**src/rtl/tpu_instr_fifo_if.sv**
```systemverilog
// Instruction types shared by the ingress FIFO and its host/consumer bus interface.
// The overflow signal exists only when TPU_INSTR_OVERFLOW_FLAG_EN is defined.
package tpu_instr_pkg;
   typedef logic [31:0] word_type;

   typedef struct packed {
      logic [23:0] buffer_addr;
      logic [15:0] acc_addr;
      logic [31:0] length;
      logic [7:0]  opcode;
   } instr_type;

   function automatic instr_type bit_to_instr(input logic [79:0] bits);
      return instr_type'(bits);
   endfunction
endpackage

interface tpu_instr_fifo_if #(parameter int FIFO_DEPTH = 32);
   import tpu_instr_pkg::*;
   localparam int CW = $clog2(FIFO_DEPTH) + 1;

   logic           wr_en;
   logic [1:0]     wr_sel;
   word_type       wr_data;
   instr_type      instr;
   logic           instr_valid;
   logic           instr_ready;
   logic           full;
   logic           empty;
   logic [CW-1:0]  count;
`ifdef TPU_INSTR_OVERFLOW_FLAG_EN
   logic           overflow;

   modport master (output wr_en, wr_sel, wr_data, instr_ready,
                   input  instr, instr_valid, full, empty, count, overflow);
   modport slave  (input  wr_en, wr_sel, wr_data, instr_ready,
                   output instr, instr_valid, full, empty, count, overflow);
`else
   modport master (output wr_en, wr_sel, wr_data, instr_ready,
                   input  instr, instr_valid, full, empty, count);
   modport slave  (input  wr_en, wr_sel, wr_data, instr_ready,
                   output instr, instr_valid, full, empty, count);
`endif
endinterface

```
**src/rtl/tpu_instr_fifo.sv**
```systemverilog
// Assembles three host words into 80-bit instructions and queues them in a show-ahead FIFO.
// Optional sticky drop flag enabled by defining TPU_INSTR_OVERFLOW_FLAG_EN.
module tpu_instr_fifo
   import tpu_instr_pkg::*;
#(
   parameter int FIFO_DEPTH = 32
) (
   input  logic                 clk,
   input  logic                 rst,
   tpu_instr_fifo_if.slave      bus
);
   localparam int AW = $clog2(FIFO_DEPTH);
   localparam int CW = AW + 1;

   logic [79:0]    mem [FIFO_DEPTH];

   logic [31:0]    low_q, low_d;
   logic [31:0]    mid_q, mid_d;
   logic [AW-1:0]  wr_ptr_q, wr_ptr_d;
   logic [AW-1:0]  rd_ptr_q, rd_ptr_d;
   logic [CW-1:0]  count_q, count_d;

   logic           full_w, empty_w;
   logic           push_req, pop, push_ok;
   logic [79:0]    push_word;

   always_comb begin
      empty_w   = (count_q == '0);
      full_w    = (count_q == CW'(FIFO_DEPTH));
      push_req  = bus.wr_en && (bus.wr_sel == 2'd2);
      pop       = !empty_w && bus.instr_ready;
      // A full queue can still take a push when the head leaves in the same cycle.
      push_ok   = push_req && (!full_w || pop);
      push_word = {bus.wr_data[15:0], mid_q, low_q};

      low_d = low_q;
      mid_d = mid_q;
      if (bus.wr_en && bus.wr_sel == 2'd0) low_d = bus.wr_data;
      if (bus.wr_en && bus.wr_sel == 2'd1) mid_d = bus.wr_data;

      wr_ptr_d = push_ok ? wr_ptr_q + AW'(1) : wr_ptr_q;
      rd_ptr_d = pop     ? rd_ptr_q + AW'(1) : rd_ptr_q;

      count_d = count_q;
      case ({push_ok, pop})
         2'b10:   count_d = count_q + CW'(1);
         2'b01:   count_d = count_q - CW'(1);
         default: count_d = count_q;
      endcase
   end

   always_ff @(posedge clk) begin
      if (rst) begin
         low_q    <= '0;
         mid_q    <= '0;
         wr_ptr_q <= '0;
         rd_ptr_q <= '0;
         count_q  <= '0;
      end else begin
         low_q    <= low_d;
         mid_q    <= mid_d;
         wr_ptr_q <= wr_ptr_d;
         rd_ptr_q <= rd_ptr_d;
         count_q  <= count_d;
      end
   end

   // Storage is never reset; stale slots are unreachable once the pointers clear.
   always_ff @(posedge clk) begin
      if (push_ok) mem[wr_ptr_q] <= push_word;
   end

   assign bus.instr       = bit_to_instr(mem[rd_ptr_q]);
   assign bus.instr_valid = !empty_w;
   assign bus.full        = full_w;
   assign bus.empty       = empty_w;
   assign bus.count       = count_q;

`ifdef TPU_INSTR_OVERFLOW_FLAG_EN
   logic overflow_q, overflow_d;

   always_comb begin
      overflow_d = overflow_q | (push_req && !push_ok);
   end

   always_ff @(posedge clk) begin
      if (rst) overflow_q <= 1'b0;
      else     overflow_q <= overflow_d;
   end

   assign bus.overflow = overflow_q;
`endif
endmodule

```
**src/flat_wrapper.sv**
```systemverilog
// flat-port wrapper written by rule: the top's interface ports become plain ports
module tpu_instr_fifo_flat import tpu_instr_pkg::*;
#(
   parameter int FIFO_DEPTH = 32
)
  (clk, rst, bus_wr_en, bus_wr_sel, bus_wr_data, bus_instr_ready, bus_instr, bus_instr_valid, bus_full, bus_empty, bus_count);
  tpu_instr_fifo_if #(.FIFO_DEPTH(FIFO_DEPTH)) bus_i ();
  input  logic clk;
  input  logic rst;
  input wire logic [$bits(bus_i.wr_en)-1:0] bus_wr_en;
  input wire logic [$bits(bus_i.wr_sel)-1:0] bus_wr_sel;
  input wire logic [$bits(bus_i.wr_data)-1:0] bus_wr_data;
  input wire logic [$bits(bus_i.instr_ready)-1:0] bus_instr_ready;
  output wire logic [$bits(bus_i.instr)-1:0] bus_instr;
  output wire logic [$bits(bus_i.instr_valid)-1:0] bus_instr_valid;
  output wire logic [$bits(bus_i.full)-1:0] bus_full;
  output wire logic [$bits(bus_i.empty)-1:0] bus_empty;
  output wire logic [$bits(bus_i.count)-1:0] bus_count;
  assign bus_i.wr_en = bus_wr_en;
  assign bus_i.wr_sel = bus_wr_sel;
  assign bus_i.wr_data = bus_wr_data;
  assign bus_i.instr_ready = bus_instr_ready;
  assign bus_instr = bus_i.instr;
  assign bus_instr_valid = bus_i.instr_valid;
  assign bus_full = bus_i.full;
  assign bus_empty = bus_i.empty;
  assign bus_count = bus_i.count;
  tpu_instr_fifo #(.FIFO_DEPTH(FIFO_DEPTH)) u_core (.clk(clk), .rst(rst), .bus(bus_i));
endmodule
```
**config.mk**
```make
export PLATFORM = sky130hd
export DESIGN_NAME = tpu_instr_fifo_flat
export DESIGN_NICKNAME = d
export VERILOG_FILES = /design/src/rtl/tpu_instr_fifo_if.sv /design/src/rtl/tpu_instr_fifo.sv /design/src/flat_wrapper.sv
export SDC_FILE = /design/constraint.sdc
export NUM_CORES = 2
export LEC_CHECK = 0
export ABC_CLOCK_PERIOD_IN_PS = 11700
export CAP_MARGIN = 20
export CORE_MARGIN = 2
export CORE_UTILIZATION = 55
export DETAILED_ROUTE_END_ITERATION = 10
export GPL_TIMING_DRIVEN = 1
export PLACE_DENSITY = 0.75
export SKIP_CTS_REPAIR_TIMING = 1
export SKIP_LAST_GASP = 1
export SYNTH_ARGS = -nofsm -noshare
export SYNTH_HDL_FRONTEND = slang
export SYNTH_SLANG_ARGS = --single-unit
```
**constraint.sdc**
```tcl
create_clock -name clk -period 11.7 [get_ports clk]
set_input_delay 2.34 -clock clk [delete_from_list [all_inputs] [get_ports clk]]
set_output_delay 2.34 -clock clk [all_outputs]
set_load 0.1 [all_outputs]
```
* Word-level counts from Yosys, hierarchy flattened
Memory sizes are Yosys's and may differ from the RTL's. A register that Yosys moved wholly into a read port is not among the register bits.
Index checks and enable logic that the tools add are counted.
** Storage, ports and cells
- Register bits after elaboration :: 80
- RAM bits :: 2560
- Logic and storage cells :: 31
- Memories kept :: 1
** Memories
- u_core.mem :: words 32, bits a word 80, rd ports 1, clocked after memory_dff 1, wr ports 1, RTL line tpu_instr_fifo.sv:15 : logic [79:0] mem [FIFO_DEPTH];
** Operators by class
- $add $sub $neg :: 4
- Equality and inequality tests :: 5
- Multiplexer cells :: 5
- Reductions and logical operators :: 11
** Operator list (count)
- 6-bit one-hot mux with 2 select lines :: 1
- 5-bit by 1-bit adder with 5-bit output, second input constant :: 2
- 5-bit two-way mux :: 2
- 6-bit by 1-bit adder with 6-bit output, second input constant :: 1
- 6-bit equality test, second input constant :: 1
- 6-bit logical NOT :: 1
- 6-bit by 1-bit subtractor with 6-bit output, second input constant :: 1
- 1-bit logical AND :: 5
- 2-bit by 1-bit equality test with 1-bit output, second input constant :: 2
- 2-bit equality test, second input constant :: 2
- 1-bit logical NOT :: 2
- 2-bit logical NOT :: 1
- 1-bit two-way mux :: 2
- 2-bit nonzero test :: 1
- 1-bit logical OR :: 1

* Logic depth before layout (Yosys ltp)
- Depth after elaboration :: 7
- Mapped depth :: 11
- Depth with buffers taken out :: 10

* Least setup slack after synthesis
No wires, ideal clock.
- Kind :: in2reg
- Start point :: input bus_wr_sel[0]
- End point :: memory u_core.mem[31][0], enable pin
- Setup time :: 0.519 ns
- Arrival :: 6.835 ns
- Required time :: 11.181 ns
- Path slack :: 4.345 ns
- Cell stages on the path :: 4
- Path through :: nand3b_1 a41oi_1 nand2_1 nor2_1
** Between the ends
- Longest elaborated chain between the ends :: 5
** Ends and longest elaborated chain
- from (decl) :: RTL line flat_wrapper.sv:11 : input wire logic [$bits(bus_i.wr_sel)-1:0] bus_wr_sel;
- 2-bit equality test :: RTL line tpu_instr_fifo.sv:30 : push_req = bus.wr_en && (bus.wr_sel == 2'd2);
- 1-bit logical AND :: RTL line tpu_instr_fifo.sv:30
- 1-bit logical AND :: RTL line tpu_instr_fifo.sv:33 : push_ok = push_req && (!full_w || pop);
- 1-bit two-way mux :: RTL line tpu_instr_fifo.sv:70 : if (push_ok) mem[wr_ptr_q] <= push_word;
- 1-bit two-way mux (not written as such) :: RTL line tpu_instr_fifo.sv:70
- to (decl) :: RTL line tpu_instr_fifo.sv:15
Every way passes these cells.

==> impl_metrics.env <==
export IMPL_status="completed"
export IMPL_ys_top_cells_by_count="edfxtp_1, mux4_2, nand2_1"
export IMPL_clock_latency_ps=910
export IMPL_synth_area_top_cells="edfxtp_1, mux4_2, dfxtp_1, mux2_2, mux2i_1"
export IMPL_vdd_drop_max_mv=0.155
export IMPL_initial_utilization_pct=55.4
export IMPL_async_flop_share_pct=0
export IMPL_grt_usage_pct=26.1
export IMPL_synth_compound_area_share_pct=1.19
export IMPL_stdcell_count=7094
export IMPL_port_buffer_count=126
export IMPL_clk_pin_slew_worst_paths_ps=60
export IMPL_nNetsFinal=4570
export IMPL_detail_route_vias_per_cell=6.73
export IMPL_worstPathMaxFanout=90
export IMPL_first_iter_violations=7218
export IMPL_critPathKind="register to output port"
export IMPL_fmax_mhz=127
export IMPL_synth_largest_area_cell="edfxtp_1"
export IMPL_post_place_ws_ps=3900
export IMPL_max_cap_violations=0
export IMPL_yosys_area_share_simple_pct=0.952
export IMPL_synth_top_area_share_pct=76.6
export IMPL_syn_area_um2=100000
export IMPL_yosys_warnings=0
export IMPL_synth_flop_cell="edfxtp_1"
export IMPL_tightest_slew_ps=1200
export IMPL_endpoint_kind="output port"
export IMPL_synth_most_common_cell="edfxtp_1"
export IMPL_dp_hpwl_um=118000
export IMPL_synth_top_family_by_area="multiplexers"
export IMPL_cts_tree="done"
export IMPL_synth_seq_cells=2645
export IMPL_die_area_um2=186000
export IMPL_hold_path_class="register to register"
export IMPL_crit_top_cell="mux4_2"
export IMPL_fin_crit_ps=7840
export IMPL_syn_nets=4281
export IMPL_grt_first_pass_wirelength_um=345000
export IMPL_cts_buffers_inserted=236
export IMPL_antenna_found_initial=8
export IMPL_ant_nets=0
export IMPL_syn_area_per_cell_um2=23.7
export IMPL_fin_ws_ps=3860
export IMPL_dieWidth_um=431
export IMPL_start_kind="register"
export IMPL_root_buffer="clkbuf_16"
export IMPL_grt_max_degree=148
export IMPL_report_final_setup_viol=0
export IMPL_drt_total_wl_um=246000
export IMPL_gp_congestion=0.806
export IMPL_finalClockSkew_ps=40.9
export IMPL_arrival_ps=5500
export IMPL_layout_drive_gt1_share_pct=29.3
export IMPL_cp_slowest_cell="clkdlybuf4s50_1"
export IMPL_placed_cells=6609
export IMPL_die_h_um=431
export IMPL_first_pass_iters=6
export IMPL_io_pins=127
export IMPL_seq_area_frac_synth_pct=78.3
export IMPL_htree_levels=4
export IMPL_synth_edf_count=2560
export IMPL_area_delta_synth_final_pct=13.3
export IMPL_crit_required_ps=9360
export IMPL_synthMuxAreaShare_pct=18.3
export IMPL_cp_cell_sequence="buf_12, buf_4, mux4_2, mux4_2, mux2_2, clkdlybuf4s50_1"
export IMPL_clock_sinks=2645
export IMPL_synth_xor_area_share_pct=0.0698
export IMPL_synth_distinct_cells=47
export IMPL_leakage_uw=0.0337
export IMPL_crit_path_max_incr_delay_ps=990
export IMPL_grt_pass1_vias=48100
export IMPL_clk_path_buf_depth=3
export IMPL_vias=47800
export IMPL_finalCritPeriodShare_pct=67.0
export IMPL_rows=156
export IMPL_slew_violations=0
export IMPL_netlist_instances=4233
export IMPL_grt_overflow=0
export IMPL_hold_viol_final=0
export IMPL_relSlewSlack_pct=20.0
export IMPL_rsz0062_at_grt="no"
export IMPL_setup_tns_ps=0
export IMPL_core_area_um2=181000
export IMPL_drc=0
export IMPL_wire_per_inst_um=34.7
export IMPL_synthAdderAreaFrac_pct=0.132
export IMPL_p_per_area_nw_per_um2=189
metrics by stage:
step,hold slack (ps),total power [uW],util (%),area [um^2]
floorplan,468,13200,-,100000
global placement,457,13900,57.8,105000
detailed placement,458,14000,57.9,105000
CTS,467,21500,62.1,113000
global route,482,22000,62.8,114000
finish,465,21500,62.8,114000
placed cells by master (no fill, tap or decap), drive strengths merged, types with 75 or more instances in the layout:
cell	netlist	routed
clkdlybuf4s50	0	122
mux2	121	121
mux4	718	718
nand2	142	142
clkinv	0	75
edfxtp	2560	2560
clkbuf	119	330
buf	112	160
dfxtp	85	85
mux2i	83	83
metal layers:
layer / track usage, % / up-vias / share of wire, %
met5: 0 / - / 0.016
met4: 9.94 / 6 / 4.1
met3: 4.08 / 475 / 9.2
met2: 42.3 / 3169 / 50
met1: 36.3 / 25500 / 37
li1: - / 18600 / -
flip-flops by register name, indices dropped and copies added, names as in the netlist, named ones only:
register          cells
u_core.rd_ptr_q       5
u_core.mem         2560
u_core.wr_ptr_q       5
u_core.bus.count      6
u_core.mid_q         32
u_core.low_q         32
critical path, delay by kind of cell (launching register included):
family / cells / cell delay, ps
buf+inv: 3 / 2070
flops: 1 / 800
mux: 3 / 1470
kinds of logic (layout without fill, tap and decap cells):
family | count (synthesis) | count (layout)
flip-flops | 2645 | 2645
multiplexers | 922 | 922
buffers and inverters | 242 | 731
AND/OR/NAND/NOR | 228 | 228
AO/OA/AOI/OAI | 178 | 178
adder cells (fa/ha/maj) | 10 | 10
XOR/XNOR | 8 | 8
other | 0 | 2
final timing paths:
path	depth (start not counted)	to	from	slack, ps
min	2	u_core.low_q[16]	u_core.low_q[16]	460
min reg2reg	2	u_core.low_q[16]	u_core.low_q[16]	460
max	6	bus_instr[47]	register	3860
max reg2reg	6	u_core.mem[22][22]	u_core.bus.count[0]	6890
where the power goes:
group | internal (uW) | switching [uW]
combinational | 1310 | 2010
sequential | 10400 | 101
clock | 4310 | 3370
cell type report:
type / count / area [um^2]
repair buffers: 282 / 3490
diodes: 2 / 5.00
inverters: 11 / 41.3
fillers: 11400 / 67400
multi-input cells: 1346 / 21000
flip-flops and latches: 2645 / 78600
well taps: 2370 / 2970
clock buffers: 330 / 6530
clock inverters: 108 / 1100
Note: power is estimated with default switching activity, not from simulation.
